`config.mk`:
```
export PLATFORM = sky130hd
export DESIGN_NAME = rv32m_div_unit_flat
export DESIGN_NICKNAME = d
export VERILOG_FILES = /design/src/rtl/rv32m_div_unit_pkg.sv /design/src/rtl/rv32m_div_unit_if.sv /design/src/rtl/rv32m_div_unit_div_core_step.sv /design/src/rtl/rv32m_div_unit.sv /design/src/flat_wrapper.sv
export SDC_FILE = /design/constraint.sdc
export NUM_CORES = 1
export LEC_CHECK = 0
export ABC_CLOCK_PERIOD_IN_PS = 5300
export BUFFER_PORTS_ARGS = -buffer_cell sky130_fd_sc_hd__buf_2
export CORE_MARGIN = 3
export CORE_UTILIZATION = 45
export CTS_BUF_LIST = sky130_fd_sc_hd__clkbuf_2
export CTS_CLUSTER_SIZE = 12
export DETAILED_ROUTE_END_ITERATION = 8
export HOLD_SLACK_MARGIN = 0.12
export PLACE_DENSITY = 0.67
export SLEW_MARGIN = 15
export SYNTH_ARGS = -nofsm -noshare
export SYNTH_HDL_FRONTEND = slang
export SYNTH_HIERARCHICAL = 1
export SYNTH_SLANG_ARGS = --single-unit
```
`constraint.sdc`:
```
create_clock -name clk -period 5.3 [get_ports clk]
set_clock_uncertainty 0.05 [all_clocks]
set_input_delay 1.06 -clock clk [delete_from_list [all_inputs] [get_ports clk]]
set_output_delay 1.06 -clock clk [all_outputs]
set_load 0.01 [all_outputs]
```
`src/rtl/rv32m_div_unit_pkg.sv`:
```
// Shared definitions for the RV32M iterative divider: op encodings, FSM states, constants.
package rv32m_pkg;
   localparam int unsigned XLEN_DEFAULT = 32;

   typedef enum logic [1:0] {
      OP_DIV  = 2'b00,
      OP_DIVU = 2'b01,
      OP_REM  = 2'b10,
      OP_REMU = 2'b11
   } op_e;

   typedef enum logic [1:0] {
      S_IDLE,
      S_RUN,
      S_FAST,
      S_DONE
   } state_e;

   localparam logic [XLEN_DEFAULT-1:0] DIV0_QUOT = '1;
endpackage

```
`src/rtl/rv32m_div_unit_if.sv`:
```
// Issue/write-back bundle between the pipeline and the divider.
interface rv32m_div_unit_if #(
   parameter int unsigned XLEN = 32
);
   logic            start_i;
   logic [1:0]      op_i;
   logic [XLEN-1:0] rs1_data_i;
   logic [XLEN-1:0] rs2_data_i;
   logic [4:0]      rd_addr_i;
   logic            busy_o;
   logic            done_o;
   logic            wr_en_o;
   logic [4:0]      rd_addr_o;
   logic [XLEN-1:0] result_o;

   modport master (
      output start_i, op_i, rs1_data_i, rs2_data_i, rd_addr_i,
      input  busy_o, done_o, wr_en_o, rd_addr_o, result_o
   );

   modport slave (
      input  start_i, op_i, rs1_data_i, rs2_data_i, rd_addr_i,
      output busy_o, done_o, wr_en_o, rd_addr_o, result_o
   );
endinterface

```
`src/rtl/rv32m_div_unit_div_core_step.sv`:
```
// One restoring-division iteration: shift {rem, quo} left, trial-subtract the divisor magnitude.
module div_core_step #(
   parameter int unsigned XLEN = 32
) (
   input  logic [XLEN-1:0] i_rem,
   input  logic [XLEN-1:0] i_quo,
   input  logic [XLEN:0]   i_dvsr,
   output logic [XLEN-1:0] o_rem,
   output logic [XLEN-1:0] o_quo
);
   logic [XLEN:0] w_rem_sh;
   logic          w_ge;

   always_comb begin
      w_rem_sh = {i_rem, i_quo[XLEN-1]};
      w_ge     = (w_rem_sh >= i_dvsr);
      // A kept remainder is always below the divisor, so it fits in XLEN bits.
      o_rem    = w_ge ? XLEN'(w_rem_sh - i_dvsr) : XLEN'(w_rem_sh);
      o_quo    = {i_quo[XLEN-2:0], w_ge};
   end
endmodule

```
`src/rtl/rv32m_div_unit.sv`:
```
// RV32M DIV/DIVU/REM/REMU unit: XLEN-cycle radix-2 divider with a one-cycle path for
// divide-by-zero and signed overflow, driving the register-file write port on completion.
module rv32m_div_unit
   import rv32m_pkg::*;
#(
   parameter int unsigned XLEN = XLEN_DEFAULT
) (
   input logic              clk,
   input logic              rst,
   rv32m_div_unit_if.slave  bus
);
   localparam int unsigned CW = $clog2(XLEN);

   state_e          r_state;
   state_e          w_next;
   op_e             r_op;
   logic [XLEN-1:0] r_a;
   logic [XLEN-1:0] r_quo;
   logic [XLEN-1:0] r_rem;
   logic [XLEN:0]   r_dvsr;
   logic [XLEN-1:0] r_result;
   logic [4:0]      r_rd;
   logic [CW-1:0]   r_cnt;
   logic            r_neg_q;
   logic            r_neg_r;
   logic            r_div0;

   logic            w_signed;
   logic            w_a_neg;
   logic            w_b_neg;
   logic            w_div0;
   logic            w_ovf;
   logic [XLEN-1:0] w_a_mag;
   logic [XLEN:0]   w_b_mag;
   logic [XLEN-1:0] w_rem_nx;
   logic [XLEN-1:0] w_quo_nx;
   logic            w_is_rem;
   logic            w_last;
   logic [XLEN-1:0] w_run_res;
   logic [XLEN-1:0] w_fast_res;

   always_comb begin
      w_signed = ~bus.op_i[0];
      w_a_neg  = w_signed & bus.rs1_data_i[XLEN-1];
      w_b_neg  = w_signed & bus.rs2_data_i[XLEN-1];
      w_div0   = (bus.rs2_data_i == '0);
      w_ovf    = w_signed && (bus.rs1_data_i == {1'b1, {(XLEN-1){1'b0}}}) &&
                 (bus.rs2_data_i == '1);
      // Magnitudes are formed in XLEN+1 bits so that |-2^(XLEN-1)| is exact.
      w_a_mag  = w_a_neg ? XLEN'(-{1'b1, bus.rs1_data_i}) : bus.rs1_data_i;
      w_b_mag  = w_b_neg ? -{1'b1, bus.rs2_data_i} : {1'b0, bus.rs2_data_i};
   end

   div_core_step #(.XLEN(XLEN)) u_step (
      .i_rem  (r_rem),
      .i_quo  (r_quo),
      .i_dvsr (r_dvsr),
      .o_rem  (w_rem_nx),
      .o_quo  (w_quo_nx)
   );

   always_comb begin
      w_is_rem   = (r_op == OP_REM) || (r_op == OP_REMU);
      w_last     = (r_cnt == CW'(XLEN - 1));
      w_run_res  = w_is_rem ? (r_neg_r ? -w_rem_nx : w_rem_nx)
                            : (r_neg_q ? -w_quo_nx : w_quo_nx);
      // Fast path: zero divisor or signed overflow (where r_a already equals the min value).
      if (r_div0) w_fast_res = w_is_rem ? r_a : XLEN'(DIV0_QUOT);
      else        w_fast_res = w_is_rem ? '0  : r_a;
   end

   always_ff @(posedge clk) begin
      if (rst) r_state <= S_IDLE;
      else     r_state <= w_next;
   end

   always_comb begin
      w_next = r_state;
      case (r_state)
         S_IDLE: if (bus.start_i) w_next = (w_div0 || w_ovf) ? S_FAST : S_RUN;
         S_RUN:  if (w_last) w_next = S_DONE;
         S_FAST: w_next = S_DONE;
         S_DONE: w_next = S_IDLE;
         default: w_next = S_IDLE;
      endcase
   end

   always_ff @(posedge clk) begin
      if (rst) begin
         r_op     <= OP_DIV;
         r_a      <= '0;
         r_quo    <= '0;
         r_rem    <= '0;
         r_dvsr   <= '0;
         r_result <= '0;
         r_rd     <= '0;
         r_cnt    <= '0;
         r_neg_q  <= 1'b0;
         r_neg_r  <= 1'b0;
         r_div0   <= 1'b0;
      end else begin
         case (r_state)
            S_IDLE: if (bus.start_i) begin
               r_op    <= op_e'(bus.op_i);
               r_a     <= bus.rs1_data_i;
               r_quo   <= w_a_mag;
               r_rem   <= '0;
               r_dvsr  <= w_b_mag;
               r_rd    <= bus.rd_addr_i;
               r_cnt   <= '0;
               r_neg_q <= w_a_neg ^ w_b_neg;
               r_neg_r <= w_a_neg;
               r_div0  <= w_div0;
            end
            S_RUN: begin
               r_rem <= w_rem_nx;
               r_quo <= w_quo_nx;
               r_cnt <= r_cnt + CW'(1);
               if (w_last) r_result <= w_run_res;
            end
            S_FAST: r_result <= w_fast_res;
            default: ;
         endcase
      end
   end

   assign bus.busy_o    = (r_state != S_IDLE);
   assign bus.done_o    = (r_state == S_DONE);
   assign bus.wr_en_o   = (r_state == S_DONE) && (r_rd != 5'd0);
   assign bus.rd_addr_o = r_rd;
   assign bus.result_o  = r_result;
endmodule

```
`src/flat_wrapper.sv`:
```
// flat-port wrapper written by rule: the top's interface ports become plain ports
module rv32m_div_unit_flat import rv32m_pkg::*;
#(
   parameter int unsigned XLEN = XLEN_DEFAULT
)
  (clk, rst, bus_start_i, bus_op_i, bus_rs1_data_i, bus_rs2_data_i, bus_rd_addr_i, bus_busy_o, bus_done_o, bus_wr_en_o, bus_rd_addr_o, bus_result_o);
  rv32m_div_unit_if #(.XLEN(XLEN)) bus_i ();
  input logic clk;
  input logic rst;
  input wire logic [$bits(bus_i.start_i)-1:0] bus_start_i;
  input wire logic [$bits(bus_i.op_i)-1:0] bus_op_i;
  input wire logic [$bits(bus_i.rs1_data_i)-1:0] bus_rs1_data_i;
  input wire logic [$bits(bus_i.rs2_data_i)-1:0] bus_rs2_data_i;
  input wire logic [$bits(bus_i.rd_addr_i)-1:0] bus_rd_addr_i;
  output wire logic [$bits(bus_i.busy_o)-1:0] bus_busy_o;
  output wire logic [$bits(bus_i.done_o)-1:0] bus_done_o;
  output wire logic [$bits(bus_i.wr_en_o)-1:0] bus_wr_en_o;
  output wire logic [$bits(bus_i.rd_addr_o)-1:0] bus_rd_addr_o;
  output wire logic [$bits(bus_i.result_o)-1:0] bus_result_o;
  assign bus_i.start_i = bus_start_i;
  assign bus_i.op_i = bus_op_i;
  assign bus_i.rs1_data_i = bus_rs1_data_i;
  assign bus_i.rs2_data_i = bus_rs2_data_i;
  assign bus_i.rd_addr_i = bus_rd_addr_i;
  assign bus_busy_o = bus_i.busy_o;
  assign bus_done_o = bus_i.done_o;
  assign bus_wr_en_o = bus_i.wr_en_o;
  assign bus_rd_addr_o = bus_i.rd_addr_o;
  assign bus_result_o = bus_i.result_o;
  rv32m_div_unit #(.XLEN(XLEN)) u_core (.clk(clk), .rst(rst), .bus(bus_i));
endmodule
```
== After elaboration in Yosys (flattened, before gate mapping) ==
Cells that the tools add are included.

* Eq/ne operators: 10
* $add $sub $neg: 6
* Bitwise logic cells: 4
* Muxes and demuxes: 21
* Reduce and logical (&&, ||, !) cells: 15
* $lt $le $gt $ge: 1

{| class="wikitable"
|+ Operators with widths
! kind !! count
|-
| 2-to-1 mux 32 bit || 11
|-
| one-hot mux 32 bit (2 select lines) || 3
|-
| negator 32 bit || 3
|-
| equality test 32 bit (second input constant) || 2
|-
| greater-or-equal comparator 33 bit || 1
|-
| 2-to-1 mux 33 bit || 1
|-
| negator 33 bit || 1
|-
| zero test 32 bit || 1
|-
| subtractor 32 bit || 1
|-
| one-hot mux 5 bit (2 select lines) || 1
|-
| equality test 2 bit (second input constant) || 4
|-
| one-hot mux 2 bit (4 select lines) || 1
|-
| AND reduction 2 bit || 4
|-
| 2-to-1 mux 2 bit || 3
|-
| nonzero test 2 bit || 3
|-
| adder 5 x 1 -> 5 bit (second input constant) || 1
|-
| equality test 5 bit (second input constant) || 1
|-
| 2-to-1 mux 5 bit || 1
|-
| nonzero test 5 bit || 1
|-
| logical AND 1 bit || 3
|-
| AND 1 bit || 2
|-
| equality test 2 x 1 -> 1 bit (second input constant) || 1
|-
| zero test 2 bit || 1
|-
| logical OR 1 bit || 2
|-
| 4 further kinds || 4
|}

* Output and inout bits: 40
* Input bits: 74
* Logic and storage cells: 69
* Register bits after elaboration: 178

== Depth between registers and ports, before layout ==
Gate-level depths: netlist (run 1).

* Depth after elaboration: 7
* Gate-level depth with buffers: 21
* Depth with buffers taken out: 18

== By module ==
Netlist (run 1), hierarchy kept.

{| class="wikitable"
|+ Modules (own cells, without submodules)
! module !! cells each !! instances !! seq. area each (sq um) !! area an instance (sq um)
|-
| rv32m_div_unit || 1273 || 1 || 3543.4 || 10176.0
|-
| div_core_step || 382 || 1 || 0.0 || 2932.8
|}

== Worst setup path before layout (run 1) ==
OpenSTA, ideal clock, no wires.

* Kind: register to register
* From: reg u_core.r_dvsr[7]
* To: reg u_core.r_result[31] (netlist: u_core/bus.result_o[31])
* Data required time: 5180 ps
* Period minus slack after synthesis: 4582 ps
* Cell stages (with the launch flop): 20
* Slack: 718 ps
* Library setup time: 70 ps
* Data arrival time: 4462 ps
* Path buffers: 3
* Cells stage by stage: dfxtp_1 > inv_1 > ha_1 > buf_4 > and3_4 > nand3_2 > or3_1 > o41ai_2 > a211oi_2 > or2_4 > inv_6 > buf_12 > mux2_4 > or4_4 > or4b_1 > buf_2 > o41ai_2 > xnor2_1 > mux2i_1 > a21oi_1

* Longest elaborated chain between the ends: 7
* Elaborated cells on any way between the ends: 10
* Those cells by class: add/sub: 3; order compare: 1; mux: 6

{| class="wikitable"
|+ Ends and longest elaborated chain
! what !! line !! RTL
|-
| start, declared || rv32m_div_unit.sv:20 || <nowiki>logic [XLEN:0] r_dvsr;</nowiki>
|-
| start signal, assigned || rv32m_div_unit.sv:108 || <nowiki>r_dvsr <= w_b_mag;</nowiki>
|-
| subtractor 32 bit / greater-or-equal comparator 33 bit (equally long branches) || rv32m_div_unit_div_core_step.sv:18, rv32m_div_unit_div_core_step.sv:16 ||
|-
| 2-to-1 mux 32 bit * || rv32m_div_unit_div_core_step.sv:18 || <nowiki>o_rem = w_ge ? XLEN'(w_rem_sh - i_dvsr) : XLEN'(w_rem_sh);</nowiki>
|-
| named net u_core.w_rem_nx[18] || rv32m_div_unit.sv:35 || <nowiki>logic [XLEN-1:0] w_rem_nx;</nowiki>
|-
| negator 32 bit * || rv32m_div_unit.sv:65 || <nowiki>w_run_res = w_is_rem ? (r_neg_r ? -w_rem_nx : w_rem_nx)</nowiki>
|-
| 2-to-1 mux 32 bit * (2 in a row) || rv32m_div_unit.sv:65 ||
|-
| 2-to-1 mux 32 bit * || rv32m_div_unit.sv:119 || <nowiki>if (w_last) r_result <= w_run_res;</nowiki>
|-
| one-hot mux 32 bit (2 select lines) * || rv32m_div_unit.sv:102 || <nowiki>case (r_state)</nowiki>
|-
| end signal, assigned || rv32m_div_unit.sv:119 ||
|-
| end signal, assigned || rv32m_div_unit.sv:121 || <nowiki>S_FAST: r_result <= w_fast_res;</nowiki>
|-
| end, declared || rv32m_div_unit.sv:21 || <nowiki>logic [XLEN-1:0] r_result;</nowiki>
|}

Mark *: on every way through the listed nets, which the timed path passes. The rest lies on a longest branch. The select of a mux whose other input is x is not followed.
A chain may end at the register's enable or synchronous reset.

== Worst setup path after layout (run 1) ==
* From: reg u_core.r_dvsr[10]
* To: reg u_core.r_result[21] (netlist: u_core/bus.result_o[21])

* Longest elaborated chain between the ends: 7
* Elaborated cells on any way between the ends: 10
* Those cells by class: add/sub: 3; order compare: 1; mux: 6

{| class="wikitable"
|+ Ends and longest elaborated chain
! what !! line !! RTL
|-
| greater-or-equal comparator 33 bit || rv32m_div_unit_div_core_step.sv:16 || <nowiki>w_ge = (w_rem_sh >= i_dvsr);</nowiki>
|-
| named net u_core.w_quo_nx[0] || rv32m_div_unit.sv:36 || <nowiki>logic [XLEN-1:0] w_quo_nx;</nowiki>
|-
| 2-to-1 mux 32 bit || rv32m_div_unit_div_core_step.sv:18 ||
|-
| named net u_core.w_rem_nx[11] || rv32m_div_unit.sv:35 ||
|-
| negator 32 bit || rv32m_div_unit.sv:65 ||
|-
| 2-to-1 mux 32 bit (2 in a row) || rv32m_div_unit.sv:65 ||
|-
| 2-to-1 mux 32 bit || rv32m_div_unit.sv:119 ||
|-
| one-hot mux 32 bit (2 select lines) || rv32m_div_unit.sv:102 ||
|}

The timed path passes the listed nets, and every way through them passes these cells. The select of a mux whose other input is x is not followed.

==> metrics.md, run 1 <==
| Metric | Value |
|---|---|
| Outcome | finished, final reports clean |
| Yosys cell types | 96 |
| Worst Hold Slack | slightly above 400 ps |
| Initial drt markers | ~1300 |
| Die H | 176.7 µm |
| Root Driver | clkbuf_2 |
| Final period utilization | 0.9551 |
| GP Congestion | between 0.9 and 1 |
| Hold Crit Class | primary input to register |
| Yosys top cell by area | dfxtp_1 |
| Antenna violations before repair | 2 |
| Synthesized area | roughly 13000 µm² |
| Fin crit period | around 5100 ps |
| Switching Power | ~3 mW |
| Core ar. | 28240 µm² |
| Synth Flop Type | dfxtp_1 |
| Drt total wl | ~42000 µm |
| FF-to-FF setup slack | 240 ps |
| Final Worst Setup Slack | 237.9 ps |
| CP Data Arrival Time | roughly 5800 ps |
| Mapped Cells | around 1700 |
| Total clock sinks | between 150 and 200 |
| Grt total ovfl | 0 |
| Die width | 176.7 µm |
| Clk buf depth | 2 |
| Max incr delay on CP | around 640 ps |
| Clk pwr share | 0.123 |
| Sw Share | 0.4949 |
| Io pins | ~110 |
| CTS H-tree depth | 4 |
| Pre-CTS WS | about 130 ps |
| Count leader, synth | dfxtp_1 |
| Pin count of the biggest net entering global routing | between 90 and 100 |
| GRT Total Usage | 0.2626 |
| RSZ-0062 raised after global routing | false |
| Final setup TNS | 0 ps |
| Worst slew pin tran | around 1100 ps |
| Area growth from synthesis to layout | 5.345% |
| Sequential Power Share | 0.325 |
| Initial core utilization | 0.4642 |
| CP Launch Type | register |
| Share of cells above drive strength 1 | 0.1487 |
| MaxCap Viol Count | 0 |
| Ys async rst share | 0 |
| Dominant cells by area after synthesis | dfxtp_1, a21oi_1, xnor2_1 |
| Worst skew pair latency | 790 ps |
| Worst Setup End Kind | register |
| R2R Path End | u_core/bus.result_o[21]$_SDFFE_PP0P_ |
| Synth cell count leaders | dfxtp_1, nand2_1, nor2_1 |
| Routed WL per cell | between 20 and 25 µm |
| Pre-antenna DRT Iters | 6 |
| Leak pwr | 5.574 nW |
| Post-synth EDFFs | 0 |
| I/O Buffers | approximately 110 |
| Internal Power | around 3.1 mW |
| Post-synth top area share | 0.2703 |
| Synthesized area per cell | 7.921 µm² |
| DP HPWL | around 32000 µm |
| Seq cells post-synth | about 180 |
| Power per cell area | around 440 nW/µm² |
| Vias | 12590 |
| Sequential area share after synthesis | 0.2703 |
| # DRC | 0 |
| Pins Over Slew Limit | 0 |
| Critical Path Source | u_core/r_dvsr[10]$_SDFFE_PP0P_ |
| Fmax | 197.5 MHz |
| Reg2reg start | u_core/r_dvsr[10]$_SDFFE_PP0P_ |
| Clk slew on worst S/H paths | 290 ps |
| CTS tree | yes |
| Setup CP Type | register to register |
| Register-to-Register Path Depth | 16 |
| Combinational Power Share | 0.552 |
| CP endpoint | u_core/bus.result_o[21]$_SDFFE_PP0P_ |
| Slew margin rel. | 0.2711 |
| Rows | 61 |
| Die ar. | 31210 µm² |
| Number of hold violations in the final report | 0 |
| Worst VDD drop | approximately 550 µV |
| First-pass GRT wire length | 65060 µm |
| Synth warn | 6 |
| Syn nets | around 1800 |
| CP max stage cell | or4_1 |
| Vias per cell | 6.109 |
| Remaining antenna violation count | 0 |
| # setup viols final | 0 |
| CP Max Fanout | 27 |
| Vias in the first global route | ~11000 |
| Final Power | 6.122 mW |
| CP Cell Sequence | inv_1 -> ha_1 -> and3_2 -> nand3_2 -> or3_1 -> o41ai_2 -> a211oi_2 -> or2_4 -> inv_8 -> mux2_4 -> or3_1 -> or4_1 -> o41ai_2 -> xnor2_1 -> o221ai_1 -> o21ai_0 |
| Worst EP required | 6000 ps |
| CTS Buf Count | 17 |
| Nets | approximately 1800 |
cell type report:
class | count | area [µm²]
diodes | 1 | 2.502
clock buffers | 18 | 90.09
clock inverters | 14 | 153.9
fillers | 2862 | 14430
inverters | 60 | 232.7
multi-input cells | 1273 | 8549
flip-flops and latches | 177 | 3545
well taps | 378 | 473.0
repair buffers | 139 | 763.2
registers in the layout, indices dropped and copies added, names as in the netlist:
signal	cells
u_core/bus.result_o	32
u_core/r_neg_r	1
u_core/r_a	32
u_core/r_rem	32
u_core/r_quo	32
u_core/r_state	2
u_core/r_op	1
u_core/bus.rd_addr_o	5
u_core/r_dvsr	33
u_core/r_cnt	5
u_core/r_div0	1
u_core/r_neg_q	1
per-stage QoR:
stage / utilization / instance area [µm²] / instances
after detailed placement: 0.4787 / 13520 / 2024
final: 0.4890 / 13810 / 2060
after global routing: 0.4890 / 13810 / 2060
after global placement: 0.4787 / 13520 / 2024
after CTS: 0.4874 / 13760 / 2056
after floorplan: - / 13110 / 1655
power groups by stage:
stage               combinational, mW  sequential [mW]  clock [mW]
global placement                 3.26             1.98           0
finish                           3.38             1.99       0.755
floorplan                        2.62             1.83           0
CTS                              3.29             1.97       0.767
global route                     3.70             2.02       0.822
detailed placement               3.28             2.00           0
repair_timing:
action	CTS	global route
endpoints found under the setup margin	0	19
gates resized for setup	0	5
buffers inserted	0	3
hold buffers	0	0
cell families (layout without fill, tap and decap cells):
| group | Yosys count | count (layout) | synth area share |
|---|---|---|---|
| DFF | 177 | 177 | 0.2703 |
| other | 0 | 1 | 0 |
| muxes | 42 | 42 | 0.04333 |
| buffers and inverters | 205 | 231 | 0.07989 |
| adders and majority gates | 75 | 75 | 0.06643 |
| AOI/OAI and AO/OA | 491 | 491 | 0.2517 |
| and+or+nand+nor | 530 | 530 | 0.1981 |
| xor gates and xnor gates | 135 | 135 | 0.09020 |
cell usage in the layout (no fill, tap or decap), types with 18 or more instances in the layout:
master	n
ha_1	43
or3_1	20
and3_1	19
inv_1	57
nor4_1	18
clkbuf_2	18
xor2_1	61
dfxtp_1	176
buf_2	112
a22oi_1	41
nand4_1	19
mux2_4	29
buf_4	27
o31ai_1	30
o21ai_0	77
nor2_1	160
nand3_1	19
maj3_1	30
nor3_1	22
xnor2_1	74
a31oi_1	18
o211ai_1	18
a211oi_1	36
a21oi_1	131
nand2_1	167
a21o_1	23
worst min path at each step:
stage	start	endpoint	slack, ps	cells past startpoint
after floorplan	u_core/r_dvsr[25]$_SDFFE_PP0P_	u_core/r_dvsr[25]$_SDFFE_PP0P_	380	2
after detailed placement	u_core/bus.result_o[24]$_SDFFE_PP0P_	u_core/bus.result_o[24]$_SDFFE_PP0P_	390	1
after global routing	bus_rd_addr_i[0]	u_core/bus.rd_addr_o[0]$_SDFFE_PP0P_	340	3
after CTS	bus_rd_addr_i[0]	u_core/bus.rd_addr_o[0]$_SDFFE_PP0P_	350	3
after global placement	u_core/bus.result_o[10]$_SDFFE_PP0P_	u_core/bus.result_o[10]$_SDFFE_PP0P_	380	1
final	bus_rd_addr_i[0]	u_core/bus.rd_addr_o[0]$_SDFFE_PP0P_	400	3
critical path, delay by kind of cell, from the launching register on:
kind	cells	cell delay, ps
flops	1	400
compound gates	5	1200
mux	1	350
simple gates	6	2130
fa+ha+maj	1	410
xor+xnor	1	200
buf+inv	2	260
routing by layer:
layer / part of all wire / global-route usage
met5: 0 / 0
met4: 0.026 / 0.07725
met3: 0.10 / 0.06864
met2: 0.41 / 0.3639
met1: 0.46 / 0.3959
Note: power is estimated with default switching activity, not from simulation.
==> run 2: changes to the inputs <==
- PLACE_DENSITY: 0.67 -> unset
- SLEW_MARGIN: 15 -> 10
==> run 2 against run 1 <==
Compared with the run above:
- critical path depth up 1
- via count down 0.72%
- total power is 0.34% lower
- die area unchanged
- critical endpoint unchanged
- largest cell class unchanged
- highest routed layer is now met5
==> metrics.md, run 2 (synthesis gave the netlist of run 1 again) <==
| Metric | Value |
|---|---|
| FF-to-FF setup slack | 310 ps (+70 ps) |
| Worst VDD drop | 279.4 µV (-49%) |
| Worst path depth | 17 (+1) |
| Io pins | 114 (unchanged) |
| Final period utilization | 0.9419 (-0.01321) |
| Core ar. | 28240 µm² (unchanged) |
| RSZ-0062 raised after global routing | false |
| Die ar. | 31210 µm² (unchanged) |
| CTS Buf Count | 17 (unchanged) |
| First-pass GRT wire length | 67030 µm (+3.0%) |
| Slew margin rel. | 0.1438 (-0.1273) |
| R2R Path End | u_core/bus.result_o[21]$_SDFFE_PP0P_ |
| Die width | 176.7 µm (unchanged) |
| Fin crit period | 4992 ps (-70.01 ps) |
| Hold Crit Class | primary input to register |
| Leak pwr | 5.585 nW (+0.20%) |
| Final setup TNS | 0 ps (unchanged) |
| Pins Over Slew Limit | 0 (unchanged) |
| Placed cell count | 2031 (+0.35%) |
| Worst Setup End Kind | register |
| Clk slew on worst S/H paths | 290 ps (about the same) |
| Critical Path Source | u_core/r_dvsr[4]$_SDFFE_PP0P_ |
| Non-Filler Instances | 2064 (+0.19%) |
| Grt total ovfl | 0 (unchanged) |
| DP HPWL | 32540 µm (+2.4%) |
| Final instance area | 13830 µm² (+0.13%) |
| Root Driver | clkbuf_2 |
| Post-DP Area | 13590 µm² (+0.49%) |
| Vias per cell | 6.054 (-0.91%) |
| Largest reg by FF count | u_core/r_dvsr |
| Power per cell area | 441.2 nW/µm² (-0.47%) |
| Pin count of the biggest net entering global routing | 86 (-13%) |
| Vias in the first global route | 11230 (-0.47%) |
| CP Max Fanout | 26 (-3.7%) |
| Pre-antenna DRT Iters | 6 (unchanged) |
| Drt total wl | 43080 µm (+2.7%) |
| Post-CTS Repair Setup Buffers | 0 (unchanged) |
| Share of cells above drive strength 1 | 0.1514 (+0.002704) |
| CP Cell Sequence | inv_1 -> ha_1 -> a21o_1 -> a31oi_2 -> and2_4 -> o221ai_2 -> o31a_1 -> a211oi_2 -> or2_4 -> inv_8 -> mux2_4 -> or4_4 -> or4b_4 -> o41ai_2 -> xnor2_1 -> o221ai_1 -> o21ai_0 |
| Initial drt markers | 1264 (-4.3%) |
| CP Data Arrival Time | 5660 ps (-100 ps) |
| Number of hold violations in the final report | 0 (unchanged) |
| Worst EP required | 5970 ps (-30 ps) |
| Fmax | 200.3 MHz (+1.4%) |
| Largest register FFs | 33 (unchanged) |
| Routed WL per cell | 20.87 µm (+2.5%) |
| Cts hold-fix bufs | 0 (unchanged) |
| Register-to-Register Path Depth | 17 (+1) |
| CP Launch Type | register |
| Max incr delay on CP | 620 ps (-20 ps) |
| Resized Gates After CTS | 0 (unchanged) |
| Outcome | finished, final reports clean |
| CP max stage cell | or4b_4 |
| Top library cells by usage in the layout, fill and taps aside | dfxtp_1, nand2_1, nor2_1 |
| I/O Buffers | 113 (unchanged) |
| Clk buf depth | 2 (unchanged) |
| GP Congestion | 0.9598 (-0.44%) |
| Setup CP Type | register to register |
| Total clock sinks | 177 (unchanged) |
| # setup viols final | 0 (unchanged) |
| Die H | 176.7 µm (unchanged) |
| Vias | 12500 (-0.72%) |
| # DRC | 0 (unchanged) |
| CP endpoint | u_core/bus.result_o[21]$_SDFFE_PP0P_ |
| CTS tree | yes |
| Worst slew pin tran | 1283 ps (+189.2 ps) |
| Initial core utilization | 0.4642 (unchanged) |
| Commonest non-fill, non-tap cell in the layout | dfxtp_1 |
| Reg2reg start | u_core/r_dvsr[4]$_SDFFE_PP0P_ |
| MaxCap Viol Count | 0 (unchanged) |
| Buf+Inv Stages, Crit Path | 2 (unchanged) |
| Rows | 61 (unchanged) |
| CTS H-tree depth | 4 (unchanged) |
| Area growth from synthesis to layout | 5.479% |
| Remaining antenna violation count | 0 (unchanged) |
| Antenna violations before repair | 2 (unchanged) |
| Nets | 1791 (+0.22%) |
| Worst skew pair latency | 780 ps (about the same) |
| CP top delay family | compound AO/OA/AOI/OAI gates |
| GRT Total Usage | 0.2724 (+0.009850) |
-- run 2: how the worst min path moves through the flow --
stage                                                     from  cells after the start                              endpoint
final                                              bus_op_i[1]                      3           u_core/r_op[1]$_SDFFE_PP0P_
after floorplan                 u_core/r_dvsr[25]$_SDFFE_PP0P_                      2        u_core/r_dvsr[25]$_SDFFE_PP0P_
after CTS                                     bus_rd_addr_i[0]                      3  u_core/bus.rd_addr_o[0]$_SDFFE_PP0P_
after global routing                        bus_rs1_data_i[16]                      3           u_core/r_a[16]$_SDFFE_PP0P_
after global placement    u_core/bus.result_o[18]$_SDFFE_PP0P_                      1  u_core/bus.result_o[18]$_SDFFE_PP0P_
after detailed placement  u_core/bus.result_o[24]$_SDFFE_PP0P_                      1  u_core/bus.result_o[24]$_SDFFE_PP0P_
-- run 2: layer usage --
metal,track usage,wire (µm),vias up
li1,-,-,6020
met1,0.4407,21380,5923
met2,0.3687,17100,513
met3,0.05041,4051,37
met4,0.05565,525,2
met5,0,13,-
-- run 2: power breakdown --
group / switching, mW / total (mW) / internal, mW
Sequential: 0.369 / 2.00 / 1.63
Clock: 0.532 / 0.710 / 0.178
Combinational: 2.14 / 3.39 / 1.25
Total: 3.04 / 6.10 / 3.06
-- run 2: through the flow --
step	util	setup WS [ps]	hold WS [ps]	power (mW)
6_report	0.4896	307.9	410.8	6.101
5_1_grt	0.4895	54.13	334.5	6.534
4_1_cts	0.4887	184.5	347.5	6.023
3_5_place_dp	0.4811	275.5	390.2	5.309
3_3_place_gp	0.4811	344.5	383.4	5.281
2_1_floorplan	-	718.4	375.0	4.443
-- run 2: final cells by class --
type | count | area, µm²
Fill cell | 2931 | 14410
Multi-Input combinational cell | 1273 | 8549
Sequential cell | 177 | 3545
Timing Repair Buffer | 143 | 805.8
Tap cell | 378 | 473.0
Inverter | 60 | 232.7
Clock inverter | 13 | 126.4
Clock buffer | 18 | 90.09
Antenna cell | 2 | 5.005
-- run 2: worst reg2reg max path, stage by stage (launching register included) --
cell      delay (ps)
dfxtp_1          400
inv_1             70
ha_1             380
a21o_1           220
a31oi_2          210
and2_4           210
o221ai_2         130
o31a_1           300
a211oi_2         310
or2_4            220
inv_8            120
mux2_4           370
or4_4            570
or4b_4           620
o41ai_2          260
xnor2_1          170
o221ai_1         120
o21ai_0          210
==> run 3: changes to the inputs <==
- CELL_PAD_IN_SITES_DETAIL_PLACEMENT: unset -> 0
- CELL_PAD_IN_SITES_GLOBAL_PLACEMENT: unset -> 1
- PLACE_DENSITY_LB_ADDON: unset -> 0.1
- RECOVER_POWER: unset -> 25
==> run 3 against run 2 <==
Compared with the run above:
- via count is 0.42% higher
- cell area is 0.19% lower
- critical path depth is 1 lower
- total power is 0.98% higher
- clock power is 8.2% higher
- core utilization is 0.093 points lower
- worst hold slack better by 8.8 ps
- count of clock-buffer cells in the layout is 1 lower
- the flow now finishes with violations (capacitance limit, slew limit)
- first-iteration DRC count is 23% lower
- final cell count stayed put
==> metrics.md, run 3 (synthesis gave the netlist of run 1 again) <==
| Metric | Value |
|---|---|
| Outcome | finished with violations |
| Failing checks | capacitance limit, slew limit |
| Worst Hold Path EP | u_core/bus.rd_addr_o[4]$_SDFFE_PP0P_ |
| CP Data Arrival Time | 5760 ps (+100 ps) |
| RSZ-0062 raised after global routing | true |
| Post-CTS Repair Setup Buffers | 0 (unchanged) |
| Die ar. | 31210 µm² (unchanged) |
| FF-to-FF setup slack | 200 ps (-110 ps) |
| Root Driver | clkbuf_2 |
| Rows | 61 (unchanged) |
| Power per cell area | 446.4 nW/µm² (+1.2%) |
| DP HPWL | 33140 µm (+1.8%) |
| Pins Over Slew Limit | 68 (+68) |
| CTS H-tree depth | 4 (unchanged) |
| GR peak layer | met1 |
| Vias | 12550 (+0.42%) |
| # setup viols final | 0 (unchanged) |
| Worst Hold Slack | 419.6 ps (+8.846 ps) |
| Area growth from synthesis to layout | 5.278% |
| Final setup TNS | 0 ps (unchanged) |
| Worst VDD drop | 306.3 µV (+9.6%) |
| Leak pwr | 5.528 nW (-1.0%) |
| Commonest non-fill, non-tap cell in the layout | dfxtp_1 |
| Share of cells above drive strength 1 | 0.1377 (-0.01374) |
| Initial drt markers | 978 (-23%) |
| Reg2reg start | u_core/r_dvsr[9]$_SDFFE_PP0P_ |
| Vias per cell | 6.079 (+0.42%) |
| MaxCap Viol Count | 2 (+2) |
| Hold Crit Class | primary input to register |
| Nets | 1791 (unchanged) |
| Vias in the first global route | 11450 (+2.0%) |
| Routed WL per cell | 21.10 µm (+1.1%) |
| Slew margin rel. | -0.2337 (-0.3775) |
| Setup CP Type | register to register |
| Non-Filler Instances | 2064 (unchanged) |
| Number of hold violations in the final report | 0 (unchanged) |
| Final Worst Setup Slack | 197.3 ps (-110.6 ps) |
| Pre-CTS WS | 158.5 ps (-117.0 ps) |
| GR Util met1 | 0.4290 (-0.01167) |
| Antenna violations before repair | 1 (-1) |
| Final instance area | 13800 µm² (-0.19%) |
| GR Util met2 | 0.4078 (+0.03909) |
| I/O Buffers | 113 (unchanged) |
| Worst EP required | 5950 ps (-20 ps) |
| GP Congestion | 0.9528 (-0.73%) |
| # DRC | 0 (unchanged) |
| Worst slew pin tran | 1851 ps (+568.0 ps) |
| Placed cell count | 2031 (unchanged) |
| Total clock sinks | 177 (unchanged) |
| Die H | 176.7 µm (unchanged) |
| Initial core utilization | 0.4642 (unchanged) |
| Final period utilization | 0.9628 (+0.02087) |
| Final Power | 6.161 mW (+0.98%) |
| First-pass GRT wire length | 67700 µm (+0.99%) |
| GRT Total Usage | 0.2751 (+0.002663) |
| Hold_sp | bus_rd_addr_i[4] |
| Fin crit period | 5103 ps (+110.6 ps) |
| Hold path depth | 3 (unchanged) |
| CP Launch Type | register |
| Die width | 176.7 µm (unchanged) |
| Drt total wl | 43550 µm (+1.1%) |
| Largest register FFs | 33 (unchanged) |
| CTS tree | yes |
| Pre-antenna DRT Iters | 5 (-1) |
| Worst skew pair latency | 790 ps (about the same) |
| CP Max Fanout | 34 (+31%) |
| Io pins | 114 (unchanged) |
| R2R Path End | u_core/bus.result_o[11]$_SDFFE_PP0P_ |
| Top library cells by usage in the layout, fill and taps aside | dfxtp_1, nand2_1, nor2_1 |
| Worst Setup End Kind | register |
| CTS Buf Count | 17 (unchanged) |
| Grt total ovfl | 0 (unchanged) |
| Pin count of the biggest net entering global routing | 80 (-7.0%) |
| Post-DP Area | 13570 µm² (about the same) |
| Clk slew on worst S/H paths | 300 ps (about the same) |
| Register-to-Register Path Depth | 16 (-1) |
| Largest reg by FF count | u_core/r_dvsr |
| Clk buf depth | 2 (unchanged) |
| Util after Layout | 0.4887 (-0.0009300) |
| Core ar. | 28240 µm² (unchanged) |
| Fmax | 196.0 MHz (-2.2%) |
| Remaining antenna violation count | 0 (unchanged) |
| Met3 Use GR | 0.03947 (-0.01094) |
-- run 3: cell types whose count changed in the layout (fill, tap and decap cells not counted), moves of 3 or more --
cell,delta
buf_2,-14
clkbuf_1,+16
clkinv_8,+3
or4_4,-4
or4_1,+4
-- run 3: routing by layer --
layer,vias up,routed length [µm]
met5,-,0
met4,0,444
met3,26,2892
met2,428,18520
met1,6086,21690
li1,6008,-
-- run 3: power by group --
part           switching [mW]  internal (mW)  total, mW
Combinational            2.19           1.22       3.41
Clock                   0.572          0.196      0.768
Sequential              0.348           1.63       1.98
Total                    3.11           3.05       6.16
-- run 3: worst max-delay path by stage --
stage | startpoint | to | slack (ps) | cells after the start
floorplan | u_core/r_dvsr[7]$_SDFFE_PP0P_ | u_core/bus.result_o[31]$_SDFFE_PP0P_ | 720 | 19
global placement | u_core/r_dvsr[9]$_SDFFE_PP0P_ | u_core/bus.result_o[21]$_SDFFE_PP0P_ | 260 | 16
detailed placement | u_core/r_dvsr[9]$_SDFFE_PP0P_ | u_core/bus.result_o[21]$_SDFFE_PP0P_ | 160 | 16
CTS | u_core/r_dvsr[9]$_SDFFE_PP0P_ | u_core/bus.result_o[21]$_SDFFE_PP0P_ | 60 | 16
global route | u_core/r_dvsr[9]$_SDFFE_PP0P_ | u_core/bus.result_o[11]$_SDFFE_PP0P_ | -50 | 16
finish | u_core/r_dvsr[9]$_SDFFE_PP0P_ | u_core/bus.result_o[11]$_SDFFE_PP0P_ | 200 | 16
-- run 3: area by class of cell --
class | count | area, µm²
antenna | 1 | 2.502
clock buffer | 17 | 85.08
clock inverter | 15 | 173.9
fill | 2896 | 14440
inverter | 60 | 232.7
multi-input combinational | 1273 | 8521
sequential | 177 | 3545
tap | 378 | 473.0
timing repair buffer | 143 | 768.2
-- run 3: repair_timing --
action                     CTS  global route
hold buffers                 0             0
setup endpoints to repair    0            11
gates resized for setup      0             4
-- run 3: critical path, stage by stage, from the launching register on --
cell and delay (ps):
dfxtp_1 390, inv_1 40, ha_1 380, and3_2 240
nand3_2 110, or3_1 390, o41ai_2 380, a211oi_2 90
or2_4 310, inv_8 270, mux2_4 360, or4_1 570
or3b_2 560, o31ai_1 260, xor2_1 110, a211o_1 300
a211oi_1 210
